### config.mk
export PLATFORM = sky130hd
export DESIGN_NAME = button_debounce_pulse_flat
export DESIGN_NICKNAME = d
export VERILOG_FILES = /design/src/rtl/button_debounce_pulse_if.sv /design/src/rtl/button_debounce_pulse.sv /design/src/flat_wrapper.sv
export SDC_FILE = /design/constraint.sdc
export NUM_CORES = 1
export LEC_CHECK = 0
export ABC_CLOCK_PERIOD_IN_PS = 2100
export BUFFER_PORTS_ARGS = -buffer_cell sky130_fd_sc_hd__buf_2
export CAP_MARGIN = 20
export CORE_ASPECT_RATIO = 0.8
export CORE_MARGIN = 3
export CORE_UTILIZATION = 25
export CTS_CLUSTER_DIAMETER = 200
export CTS_CLUSTER_SIZE = 12
export DETAILED_ROUTE_END_ITERATION = 10
export GPL_TIMING_DRIVEN = 0
export PLACE_DENSITY = 0.37
export SLEW_MARGIN = 10
export SYNTH_ARGS = -nofsm -noshare
export SYNTH_HDL_FRONTEND = slang
export SYNTH_SLANG_ARGS = --single-unit
### constraint.sdc
create_clock -name clk -period 2.1 [get_ports clk]
set_input_delay 0.525 -clock clk [delete_from_list [all_inputs] [get_ports clk]]
set_output_delay 0.525 -clock clk [all_outputs]
set_load 0.005 [all_outputs]
### src/rtl/button_debounce_pulse_if.sv
// Signal bundle between a push-button debouncer and the logic around it.
// The master side drives the raw button level. The slave side returns the debounced level and the edge strobes.
interface button_debounce_pulse_if;
  logic btn_in;
  logic db_level;
  logic press_pulse;
  logic release_pulse;

  modport master (
    output btn_in,
    input  db_level,
    input  press_pulse,
    input  release_pulse
  );

  modport slave (
    input  btn_in,
    output db_level,
    output press_pulse,
    output release_pulse
  );
endinterface

### src/rtl/button_debounce_pulse.sv
// Push-button debouncer. It synchronizes the raw level, then qualifies each level change over STABLE_CYCLES samples.
// It produces a registered debounced level plus one-cycle press and release strobes.
module button_debounce_pulse #(
  parameter int STABLE_CYCLES = 1000000,
  parameter int CNT_WIDTH     = 20
) (
  input  logic                    clk,
  input  logic                    reset_n,
  button_debounce_pulse_if.slave  bus
);

  typedef enum logic [1:0] {
    IDLE,
    WAIT_PRESS,
    PRESSED,
    WAIT_RELEASE
  } state_t;

  localparam logic [CNT_WIDTH-1:0] CNT_LAST = CNT_WIDTH'(STABLE_CYCLES - 1);

  logic                 r_sync1;
  logic                 r_sync2;
  logic                 w_in_sync;
  state_t               r_state;
  state_t               w_state_next;
  logic [CNT_WIDTH-1:0] r_cnt;
  logic [CNT_WIDTH-1:0] w_cnt_next;
  logic                 r_db_level;
  logic                 r_press;
  logic                 r_release;
  logic                 w_db_next;
  logic                 w_press_next;
  logic                 w_release_next;

  // Only the synchronizer touches the raw asynchronous button level.
  always_ff @(posedge clk or negedge reset_n) begin
    if (!reset_n) begin
      r_sync1 <= 1'b0;
      r_sync2 <= 1'b0;
    end else begin
      r_sync1 <= bus.btn_in;
      r_sync2 <= r_sync1;
    end
  end

  assign w_in_sync = r_sync2;

  always_ff @(posedge clk or negedge reset_n) begin
    if (!reset_n) begin
      r_state    <= IDLE;
      r_cnt      <= '0;
      r_db_level <= 1'b0;
      r_press    <= 1'b0;
      r_release  <= 1'b0;
    end else begin
      r_state    <= w_state_next;
      r_cnt      <= w_cnt_next;
      r_db_level <= w_db_next;
      r_press    <= w_press_next;
      r_release  <= w_release_next;
    end
  end

  // The counter stops at CNT_LAST because reaching it always leaves the wait state.
  always_comb begin
    w_state_next   = r_state;
    w_cnt_next     = r_cnt;
    w_press_next   = 1'b0;
    w_release_next = 1'b0;
    case (r_state)
      IDLE: begin
        if (w_in_sync) begin
          w_state_next = WAIT_PRESS;
          w_cnt_next   = '0;
        end
      end
      WAIT_PRESS: begin
        if (!w_in_sync) begin
          w_state_next = IDLE;
          w_cnt_next   = '0;
        end else if (r_cnt == CNT_LAST) begin
          w_state_next = PRESSED;
          w_cnt_next   = '0;
          w_press_next = 1'b1;
        end else begin
          w_cnt_next = r_cnt + 1'b1;
        end
      end
      PRESSED: begin
        if (!w_in_sync) begin
          w_state_next = WAIT_RELEASE;
          w_cnt_next   = '0;
        end
      end
      WAIT_RELEASE: begin
        if (w_in_sync) begin
          w_state_next = PRESSED;
          w_cnt_next   = '0;
        end else if (r_cnt == CNT_LAST) begin
          w_state_next   = IDLE;
          w_cnt_next     = '0;
          w_release_next = 1'b1;
        end else begin
          w_cnt_next = r_cnt + 1'b1;
        end
      end
      default: begin
        w_state_next = IDLE;
        w_cnt_next   = '0;
      end
    endcase
    w_db_next = (w_state_next == PRESSED) || (w_state_next == WAIT_RELEASE);
  end

  assign bus.db_level      = r_db_level;
  assign bus.press_pulse   = r_press;
  assign bus.release_pulse = r_release;

endmodule
### src/flat_wrapper.sv
// flat-port wrapper written by rule: the top's interface ports become plain ports
module button_debounce_pulse_flat 
#(
  parameter int STABLE_CYCLES = 1000000,
  parameter int CNT_WIDTH     = 20
)
  (clk, reset_n, bus_btn_in, bus_db_level, bus_press_pulse, bus_release_pulse);
  button_debounce_pulse_if bus_i ();
  input  logic clk;
  input  logic reset_n;
  input wire logic [$bits(bus_i.btn_in)-1:0] bus_btn_in;
  output wire logic [$bits(bus_i.db_level)-1:0] bus_db_level;
  output wire logic [$bits(bus_i.press_pulse)-1:0] bus_press_pulse;
  output wire logic [$bits(bus_i.release_pulse)-1:0] bus_release_pulse;
  assign bus_i.btn_in = bus_btn_in;
  assign bus_db_level = bus_i.db_level;
  assign bus_press_pulse = bus_i.press_pulse;
  assign bus_release_pulse = bus_i.release_pulse;
  button_debounce_pulse #(.STABLE_CYCLES(STABLE_CYCLES), .CNT_WIDTH(CNT_WIDTH)) u_core (.clk(clk), .reset_n(reset_n), .bus(bus_i));
endmodule
==> results of run 1 <==
[layer usage]
metal / up-vias / track usage
li1: 543 / -
met2: 13 / 0.157
met3: 4 / 0.0266
met1: 518 / 0.153
met4: 0 / 0.0289
met5: - / 0
[how the worst max path moves through the flow]
| stage | startpoint | slack (ns) | depth (start not counted) | to |
|---|---|---|---|---|
| after floorplan | u_core.r_cnt[0] | 0.26 | 7 | u_core.r_cnt[5] |
| after detailed placement | u_core.r_cnt[0] | -0.04 | 7 | u_core.r_cnt[2] |
| after global placement | u_core.r_cnt[0] | -0.05 | 7 | u_core.r_cnt[2] |
| final | u_core.r_cnt[0] | 0.13 | 6 | u_core.r_cnt[1] |
| after CTS | u_core.r_cnt[0] | 0.12 | 6 | u_core.r_cnt[1] |
| after global routing | u_core.r_cnt[0] | 0.01 | 7 | u_core.r_cnt[11] |
[where the power goes]
part / internal [mW] / switching [mW]
Combinational: 0.0228 / 0.0405
Sequential: 0.526 / 0.00614
Clock: 0.133 / 0.164
[worst register-to-register path, delay by kind of cell (launching register included)]
kind / cells / cell delay, ns
flops: 1 / 0.39
buf+inv: 1 / 0.16
simple gates: 2 / 0.36
fa+ha+maj: 1 / 0.22
compound gates: 2 / 0.74
[final cells by class]
type                    count  area (µm²)  area share
inverters                   7        26.3      0.0165
flip-flops and latches     27         676       0.424
clock inverters             1        5.00     0.00314
plain buffers               3        26.3      0.0165
well taps                  75        93.8      0.0589
clock buffers               3        41.3      0.0259
multi-input cells         107         692       0.434
repair buffers              6        32.5      0.0204
[cells by family after synthesis]
group,Yosys count
AO/OA/AOI/OAI,31
adder cells (fa/ha/maj),1
AND/OR/NAND/NOR,68
flip-flops,27
buffers and inverters,10
XOR/XNOR,4
multiplexers,3
[state kept, by name, indices dropped and copies added (netlist names)]
name,cells
u_core.r_sync1,1
u_core.bus.press_pulse,1
u_core.r_state,2
u_core.r_sync2,1
u_core.bus.db_level,1
u_core.r_cnt,20
u_core.bus.release_pulse,1
[stage by stage]
stage,util,cell area (µm²),instances,setup WS [ns]
after global routing,0.304,1590,229,0.0131
after CTS,0.303,1590,229,0.124
final,0.304,1590,229,0.129
after global placement,0.293,1530,224,-0.0510
after detailed placement,0.293,1530,224,-0.0432
after floorplan,-,1410,144,0.259
[cell usage in the layout (no fill, tap or decap), drive strengths merged, types with 4 or more instances in the layout]
cell type	n
dfrtp	27
nand2	20
o21ai	12
nand3	11
or3	8
buf	8
inv	7
nor2	5
nand4	5
a21oi	5
nor3	4
clkbuf	4
[timing repair]
item,CTS,global route
buffers inserted,1,0
pin swaps,1,0
hold buffers,0,0
resized for setup,0,1
endpoints found under the setup margin,4,10
==> results.sh, run 1 <==
export IMPL_met1Wirelength_um=1690
export IMPL_drc=0
export IMPL_fraction_of_layout_instances_using_a_drive_strength_above_1=0.214
export IMPL_critPathLaunchType="register"
export IMPL_antenna_found_initial=0
export IMPL_synth_fa_ha_area_frac=0.00885
export IMPL_cts_sink_count=27
export IMPL_start_util=0.270
export IMPL_die_w_um=90.1
export IMPL_origin_of_the_critical_flop_to_flop_path="u_core.r_cnt[0]"
export IMPL_area_growth_synth_to_finish_pct=12.7
export IMPL_power_mw=0.892
export IMPL_fin_crit_ns=1.97
export IMPL_grtUsageTotal=0.106
export IMPL_timing_critical_path_buf_inv=1
export IMPL_cp_top_family="compound AO/OA/AOI/OAI gates"
export IMPL_maxSlewViolCount=0
export IMPL_placement_rows=23
export IMPL_synth_top_cells_by_area="dfrtp_1 48%, nand2_1 5.0%, nand3_1 3.9%, o21ai_0 3.2%, or3_2 3.2%"
export IMPL_tritoncts="built"
export IMPL_synth_area_leader_cell="dfrtp_1"
export IMPL_critPathSlowestCell="o41a_2"
export IMPL_maxCapViolCount=0
export IMPL_crit_required_ns=2.26
export IMPL_routed_wl_met2_um=1370
export IMPL_ys_flop_type="dfrtp_1"
export IMPL_synth_simple_area_share=0.263
export IMPL_worst_r2r_cell_count=6
export IMPL_setup_violations=0
export IMPL_crit_reg2reg_capture="u_core.r_cnt[1]"
export IMPL_clock_skew_final_ns=0.00417
export IMPL_finalWirelength_um=3200
export IMPL_transition_time_at_the_pin_with_the_least_slew_margin_ns=0.634
export IMPL_synthesis_instances=144
export IMPL_die_h_um=73.3
export IMPL_status="finished clean"
export IMPL_netlist_area_leader_share=0.478
export IMPL_top_level_ports=6
export IMPL_place_port_buffers=5
export IMPL_hold_class="in -> async"
export IMPL_max_stage_delay_ns=0.50
export IMPL_ctsHtreeMaxLevel=1
export IMPL_setup_tns_ns=0
export IMPL_grt_max_degree=28
export IMPL_clk_path_buf_depth=2
export IMPL_report_final_hold_viol_count=0
export IMPL_cts_root_buf="clkbuf_8"
export IMPL_power_leakage_nw=0.651
export IMPL_detailed_router_s_first_iteration_violation_count=52
export IMPL_unrepaired_setup_endpoints_after_global_routing="false"
export IMPL_wire_per_inst_um=14.0
export IMPL_grt_first_pass_wirelength_um=5560
export IMPL_drtPass1Iterations=4
export IMPL_vias_per_cell=4.71
export IMPL_topRoutingLayerUsed="met4"
export IMPL_synth_edf_count=0
export IMPL_max_slew_margin=0.577
export IMPL_fill_cells=574
export IMPL_compound_cell_area_share_of_the_yosys_netlist=0.160
export IMPL_timing_fmax_mhz=507
export IMPL_critical_path_end_type="register"
export IMPL_gpl_final_weighted_congestion=0.722
export IMPL_placeableCoreArea_um2=5240
export IMPL_cts_buffers_inserted=3
export IMPL_power_per_cell_area_nw_per_um2=560
export IMPL_synth_lib_cells_used_distinct=41
export IMPL_grt_ovfl_total=0
export IMPL_clk_transition_reported_paths_ns=0.10
export IMPL_ys_seq_area_frac=0.478
export IMPL_synth_fp_nets=148
export IMPL_timing_hold_ws_ns=0.261
export IMPL_synthTopCellsByCount="27 x dfrtp_1, 19 x nand2_1, 11 x nand3_1"
export IMPL_ys_ff_latch=27
export IMPL_met3_length_um=90
export IMPL_muxShareOfSynthArea=0.0230
export IMPL_synth_top_family_by_area="simple AND/OR/NAND/NOR gates"
export IMPL_grt_pass1_vias=1088
export IMPL_ys_warnings_count=0
export IMPL_synth_most_common_cell="dfrtp_1"
export IMPL_critical_path_peak_fanout=10
export IMPL_r2r_setup_slack_ns=0.13
export IMPL_route_antenna_remaining_nets=0
export IMPL_synth_area_per_cell_um2=9.82
export IMPL_critical_path_cell_chain="ha_1, nand3_1, or2_4, o41a_2, buf_6, a22o_1"
export IMPL_synthArstFlopShare=1.00
export IMPL_clock_insertion_delay_worst_skew_ns=0.27
export IMPL_finish_net_count=159
export IMPL_max_vdd_ir_drop_v=0.000299
export IMPL_xor_xnor_share_of_the_synthesized_area=0.0301
export IMPL_route_vias_total=1078
export IMPL_synth_cell_area_um2=1410
export IMPL_dieArea_um2=6600
export IMPL_ant_diodes=0
export IMPL_dp_hpwl_um=2270
export IMPL_final_clock_period_utilization_by_the_worst_path=0.938
export IMPL_crit_type="reg -> reg"
export IMPL_worstPathArrival_ns=2.13
Note: power is estimated with default switching activity, not from simulation.
==> inputs of run 2 (changes only) <==
--- a/config.mk
+++ b/config.mk
@@ -5,7 +5,7 @@
 export SDC_FILE = /design/constraint.sdc
 export NUM_CORES = 1
 export LEC_CHECK = 0
-export ABC_CLOCK_PERIOD_IN_PS = 2100
+export ABC_CLOCK_PERIOD_IN_PS = 2500
 export BUFFER_PORTS_ARGS = -buffer_cell sky130_fd_sc_hd__buf_2
 export CAP_MARGIN = 20
 export CORE_ASPECT_RATIO = 0.8
==> constraint.sdc (replaced) <==
create_clock -name clk -period 2.5 [get_ports clk]
set_input_delay 0.625 -clock clk [delete_from_list [all_inputs] [get_ports clk]]
set_output_delay 0.625 -clock clk [all_outputs]
set_load 0.005 [all_outputs]
==> run 2 against run 1 <==
  * Non-clock buffer count shrank 1
  * Critical path depth grew 1
  * Fmax shrank 8.6%
  * Routed wire length shrank 0.28%
  * Register-to-register slack gained 0.22 ns
  * Via count grew 0.65%
  * Largest cell class unchanged
  * Critical endpoint is now u_core.r_cnt[2]
  * Clock-buffer cell count is the same
==> results.sh, run 2 (synthesized netlist as in run 1, its figures left out) <==
export IMPL_status="finished clean"
export IMPL_origin_of_the_critical_flop_to_flop_path="u_core.r_cnt[0]"
export IMPL_worst_r2r_cell_count=7
export IMPL_design_area_um2=1580
export IMPL_crit_required_ns=2.67
export IMPL_critical_path_end_type="register"
export IMPL_die_h_um=73.3
export IMPL_grt_use_met3=0.0266
export IMPL_crit_reg2reg_capture="u_core.r_cnt[2]"
export IMPL_tritoncts="built"
export IMPL_setup_violations=0
export IMPL_max_vdd_ir_drop_v=0.000255
export IMPL_reg_top3="u_core.r_cnt: 20 flops, u_core.r_state: 2 flops"
export IMPL_setup_tns_ns=0
export IMPL_maxCapViolCount=0
export IMPL_route_antenna_remaining_nets=0
export IMPL_max_stage_delay_ns=0.59
export IMPL_hold_class="in -> async"
export IMPL_area_growth_synth_to_finish_pct=11.7
export IMPL_grtUsageTotal=0.105
export IMPL_finalWirelength_um=3190
export IMPL_power_per_cell_area_nw_per_um2=475
export IMPL_hold_buffers=0
export IMPL_report_final_hold_viol_count=0
export IMPL_worstPathArrival_ns=2.33
export IMPL_fraction_of_layout_instances_using_a_drive_strength_above_1=0.203
export IMPL_grt_max_degree=28
export IMPL_route_vias_total=1085
export IMPL_ant_diodes=0
export IMPL_final_cell_mix="27 x dfrtp_1, 19 x nand2_1, 11 x nand3_1"
export IMPL_critPathSlowestCell="o41ai_4"
export IMPL_groute_layer_met1_usage=0.151
export IMPL_area_taken_by_flip_flops_and_latches_um2=676
export IMPL_most_common_cell_after_layout_fill_and_taps_aside="dfrtp_1"
export IMPL_grt_pass1_vias=1088
export IMPL_die_w_um=90.1
export IMPL_largest_register_ff_count=20
export IMPL_fill_cells=576
export IMPL_fin_crit_ns=2.16
export IMPL_max_slew_margin=0.578
export IMPL_finish_net_count=158
export IMPL_critPathLaunchType="register"
export IMPL_top_reg_by_flops="u_core.r_cnt"
export IMPL_place_port_buffers=5
export IMPL_clock_skew_final_ns=0.00353
export IMPL_area_of_the_multi_input_gates_um2=686
export IMPL_final_core_utilization=0.301
export IMPL_post_cts_resized=0
export IMPL_critical_path_cell_chain="ha_1, nand3_1, or2_4, o41ai_4, buf_6, o21ai_1, a21o_1"
export IMPL_cts_buffers_inserted=3
export IMPL_crit_type="reg -> reg"
export IMPL_unrepaired_setup_endpoints_after_global_routing="false"
export IMPL_transition_time_at_the_pin_with_the_least_slew_margin_ns=0.633
export IMPL_gpl_final_weighted_congestion=0.722
export IMPL_power_leakage_nw=0.644
export IMPL_placement_rows=23
export IMPL_clk_transition_reported_paths_ns=0.10
export IMPL_clk_path_buf_depth=2
export IMPL_dp_hpwl_um=2270
export IMPL_final_clock_period_utilization_by_the_worst_path=0.862
export IMPL_dieArea_um2=6600
export IMPL_maxSlewViolCount=0
export IMPL_cts_sink_count=27
export IMPL_clock_insertion_delay_worst_skew_ns=0.27
export IMPL_use_met2=0.159
export IMPL_critical_path_peak_fanout=10
export IMPL_cts_root_buf="clkbuf_8"
export IMPL_drc=0
export IMPL_r2r_setup_slack_ns=0.34
export IMPL_top_level_ports=6
export IMPL_placement_cell_area_um2=1530
export IMPL_wire_per_inst_um=14.0
export IMPL_ctsHtreeMaxLevel=1
export IMPL_grt_ovfl_total=0
export IMPL_drtPass1Iterations=4
export IMPL_post_cts_setup_buffers=0
export IMPL_vias_per_cell=4.76
export IMPL_start_util=0.270
export IMPL_grt_busiest_layer="met2"
export IMPL_antenna_found_initial=0
export IMPL_detailed_router_s_first_iteration_violation_count=47
export IMPL_grt_first_pass_wirelength_um=5540
export IMPL_placeableCoreArea_um2=5240
export IMPL_timing_fmax_mhz=464
-- run 2: changes by cell type in the layout (fill, tap and decap cells not counted) --
cell / previous run / this run
nor4b_2: 1 / 0
buf_4: 1 / 0
nor4b_1: 0 / 1
-- run 2: per-stage QoR --
stage                     total power, mW  instances  setup slack, ns  hold WS [ns]
after floorplan                     0.486        144            0.659         0.329
after global placement              0.508        224            0.349         0.332
after detailed placement            0.508        224            0.357         0.339
after CTS                           0.765        228            0.340         0.361
after global routing                0.789        228            0.214         0.389
final                               0.749        228            0.345         0.356
-- run 2: critical path: cells and delay by family (launching register included) --
family / cells / cell delay (ns)
compound gates: 3 / 0.84
simple gates: 2 / 0.36
flops: 1 / 0.39
fa+ha+maj: 1 / 0.22
buf+inv: 1 / 0.24
-- run 2: cell type report --
type | instances | share of cell area
multi-input combinational | 107 | 0.434
sequential | 27 | 0.428
tap | 75 | 0.0594
clock buffer | 3 | 0.0261
buffer | 3 | 0.0166
inverter | 7 | 0.0166
timing repair buffer | 5 | 0.0158
clock inverter | 1 | 0.00317
-- run 2: worst max-delay path by stage --
stage / from / endpoint / slack [ns] / cells after the start
after floorplan: u_core.r_cnt[0] / u_core.r_cnt[5] / 0.66 / 7
after global placement: u_core.r_cnt[0] / u_core.r_cnt[2] / 0.35 / 7
after detailed placement: u_core.r_cnt[0] / u_core.r_cnt[2] / 0.36 / 7
after CTS: u_core.r_cnt[0] / u_core.r_cnt[2] / 0.34 / 7
after global routing: u_core.r_cnt[0] / u_core.r_cnt[2] / 0.21 / 7
final: u_core.r_cnt[0] / u_core.r_cnt[2] / 0.34 / 7
-- run 2: layer usage --
| metal | wire, µm | part of all wire |
|---|---|---|
| met1 | 1660 | 0.52 |
| met2 | 1390 | 0.44 |
| met3 | 92 | 0.029 |
| met4 | 48 | 0.015 |
| met5 | 0 | 0 |
-- run 2: power by group --
part | switching (mW) | internal [mW] | leakage (nW) | total [mW]
registers | 0.00515 | 0.442 | 0.369 | 0.447
clock network | 0.139 | 0.112 | 0.0255 | 0.251
logic | 0.0335 | 0.0182 | 0.250 | 0.0517
==> inputs of run 3 (changes only) <==
--- a/config.mk
+++ b/config.mk
@@ -9,7 +9,7 @@
 export BUFFER_PORTS_ARGS = -buffer_cell sky130_fd_sc_hd__buf_2
 export CAP_MARGIN = 20
 export CORE_ASPECT_RATIO = 0.8
-export CORE_MARGIN = 3
+export CORE_MARGIN = 10
 export CORE_UTILIZATION = 25
 export CTS_CLUSTER_DIAMETER = 200
 export CTS_CLUSTER_SIZE = 12
==> run 3 against run 2 <==
  * Via count fell by 2.2%
  * Utilization shrank 1.2 points
  * Global-route usage down 3.1 points
  * Sequential cell count stayed put
  * Routed wire length grew 1.4%
  * Die area up 38%
  * Clock skew is essentially flat
  * Critical endpoint is now u_core.r_cnt[5]
==> results.sh, run 3 (synthesized netlist as in run 1, its figures left out) <==
export IMPL_worst_r2r_cell_count=7
export IMPL_netSwitchingPower_mw=0.183
export IMPL_maxCapViolCount=0
export IMPL_dp_hpwl_um=2300
export IMPL_setup_violations=0
export IMPL_crit_type="reg -> reg"
export IMPL_placement_rows=24
export IMPL_gpl_final_weighted_congestion=0.738
export IMPL_r2r_setup_slack_ns=0.37
export IMPL_die_h_um=87.3
export IMPL_critical_path_peak_fanout=10
export IMPL_fill_cells=598
export IMPL_cts_sink_count=27
export IMPL_grtUsageTotal=0.0748
export IMPL_power_clock_fraction=0.340
export IMPL_antenna_found_initial=0
export IMPL_final_clock_period_utilization_by_the_worst_path=0.851
export IMPL_transition_time_at_the_pin_with_the_least_slew_margin_ns=0.615
export IMPL_final_cell_mix="27 x dfrtp_1, 19 x nand2_1, 11 x nand3_1"
export IMPL_placeableCoreArea_um2=5470
export IMPL_power_sequential_fraction=0.592
export IMPL_report_final_hold_viol_count=0
export IMPL_area_growth_synth_to_finish_pct=11.9
export IMPL_clk_path_buf_depth=2
export IMPL_intPower_mw=0.572
export IMPL_critical_path_end_type="register"
export IMPL_area_of_the_multi_input_gates_um2=686
export IMPL_final_instance_count_excl_fill=231
export IMPL_die_w_um=104
export IMPL_fin_crit_ns=2.13
export IMPL_setup_tns_ns=0
export IMPL_top_level_ports=6
export IMPL_unrepaired_setup_endpoints_after_global_routing="false"
export IMPL_ctsHtreeMaxLevel=1
export IMPL_timing_hold_ws_ns=0.347
export IMPL_status="finished clean"
export IMPL_origin_of_the_critical_flop_to_flop_path="u_core.r_cnt[0]"
export IMPL_reg_top3="u_core.r_cnt: 20 flops, u_core.r_state: 2 flops"
export IMPL_route_antenna_remaining_nets=0
export IMPL_place_port_buffers=5
export IMPL_worstPathArrival_ns=2.30
export IMPL_critPathLaunchType="register"
export IMPL_top_reg_by_flops="u_core.r_cnt"
export IMPL_tritoncts="built"
export IMPL_max_slew_margin=0.590
export IMPL_clk_transition_reported_paths_ns=0.10
export IMPL_fraction_of_layout_instances_using_a_drive_strength_above_1=0.203
export IMPL_drtPass1Iterations=4
export IMPL_cts_buffers_inserted=3
export IMPL_post_cts_setup_buffers=0
export IMPL_dieArea_um2=9080
export IMPL_finish_net_count=158
export IMPL_grt_pass1_vias=1046
export IMPL_start_util=0.259
export IMPL_worst_setup_path_startpoint="u_core.r_cnt[0]"
export IMPL_clock_skew_final_ns=0.00373
export IMPL_ant_diodes=0
export IMPL_power_leakage_nw=0.644
export IMPL_timing_fmax_mhz=470
export IMPL_grt_max_degree=28
export IMPL_wire_per_inst_um=14.0
export IMPL_drc=0
export IMPL_power_mw=0.755
export IMPL_route_vias_total=1061
export IMPL_hold_buffers=0
export IMPL_finalWirelength_um=3240
export IMPL_power_per_cell_area_nw_per_um2=477
export IMPL_crit_reg2reg_capture="u_core.r_cnt[5]"
export IMPL_area_taken_by_flip_flops_and_latches_um2=676
export IMPL_max_vdd_ir_drop_v=0.000182
export IMPL_maxSlewViolCount=0
export IMPL_largest_register_ff_count=20
export IMPL_grt_ovfl_total=0
export IMPL_sw_ratio=0.242
export IMPL_most_common_cell_after_layout_fill_and_taps_aside="dfrtp_1"
export IMPL_power_share_combinational=0.068
export IMPL_grt_first_pass_wirelength_um=5440
export IMPL_crit_required_ns=2.67
export IMPL_vias_per_cell=4.59
export IMPL_post_cts_resized=0
export IMPL_detailed_router_s_first_iteration_violation_count=59
export IMPL_cts_root_buf="clkbuf_8"
export IMPL_hold_class="in -> async"
export IMPL_place_detailed_instances=227
export IMPL_clock_insertion_delay_worst_skew_ns=0.28
==> run 3: cell counts in the layout (fill, tap and decap cells not counted) <==
Identical to the previous run, type by type.
==> run 3: worst max path at each step <==
| stage | end | depth (start not counted) |
|---|---|---|
| 6_report | u_core.r_cnt[5] | 7 |
| 2_1_floorplan | u_core.r_cnt[5] | 7 |
| 3_3_place_gp | u_core.r_cnt[14] | 7 |
| 3_5_place_dp | u_core.r_cnt[2] | 7 |
| 4_1_cts | u_core.r_cnt[14] | 7 |
| 5_1_grt | u_core.r_cnt[2] | 7 |
==> run 3: stage by stage <==
stage	util	worst slack [ns]	cell area, µm²
floorplan	-	0.659	1410
detailed placement	0.281	0.389	1540
global placement	0.281	0.363	1540
global route	0.290	0.225	1580
finish	0.290	0.372	1580
CTS	0.290	0.367	1580
==> run 3: worst max-delay path: stages (launching register included) <==
cell     delay (ns)
dfrtp_1        0.40
ha_1           0.22
nand3_1        0.09
or2_4          0.27
o41ai_4        0.57
buf_6          0.23
o21ai_2        0.07
a22o_1         0.17
==> run 3: final cells by class <==
| class | count | share of cell area |
|---|---|---|
| plain buffers | 3 | 0.0166 |
| clock buffers | 3 | 0.0261 |
| clock inverters | 1 | 0.00316 |
| inverters | 7 | 0.0166 |
| multi-input cells | 107 | 0.433 |
| flip-flops and latches | 27 | 0.427 |
| well taps | 78 | 0.0617 |
| repair buffers | 5 | 0.0158 |
==> run 3: power groups by stage <==
stage	combinational (mW)	clock [mW]	sequential, mW
after floorplan	0.0314	0	0.454
final	0.0510	0.257	0.447
after global routing	0.0581	0.289	0.448
after global placement	0.0519	0	0.455
after CTS	0.0522	0.269	0.447
after detailed placement	0.0519	0	0.456
==> run 3: routing by layer <==
layer,vias to the layer above,global-route usage,share of wire
met4,0,0.0189,0.0065
met2,8,0.113,0.42
met3,2,0.0222,0.031
met1,508,0.102,0.55
li1,543,-,-
met5,-,0,0
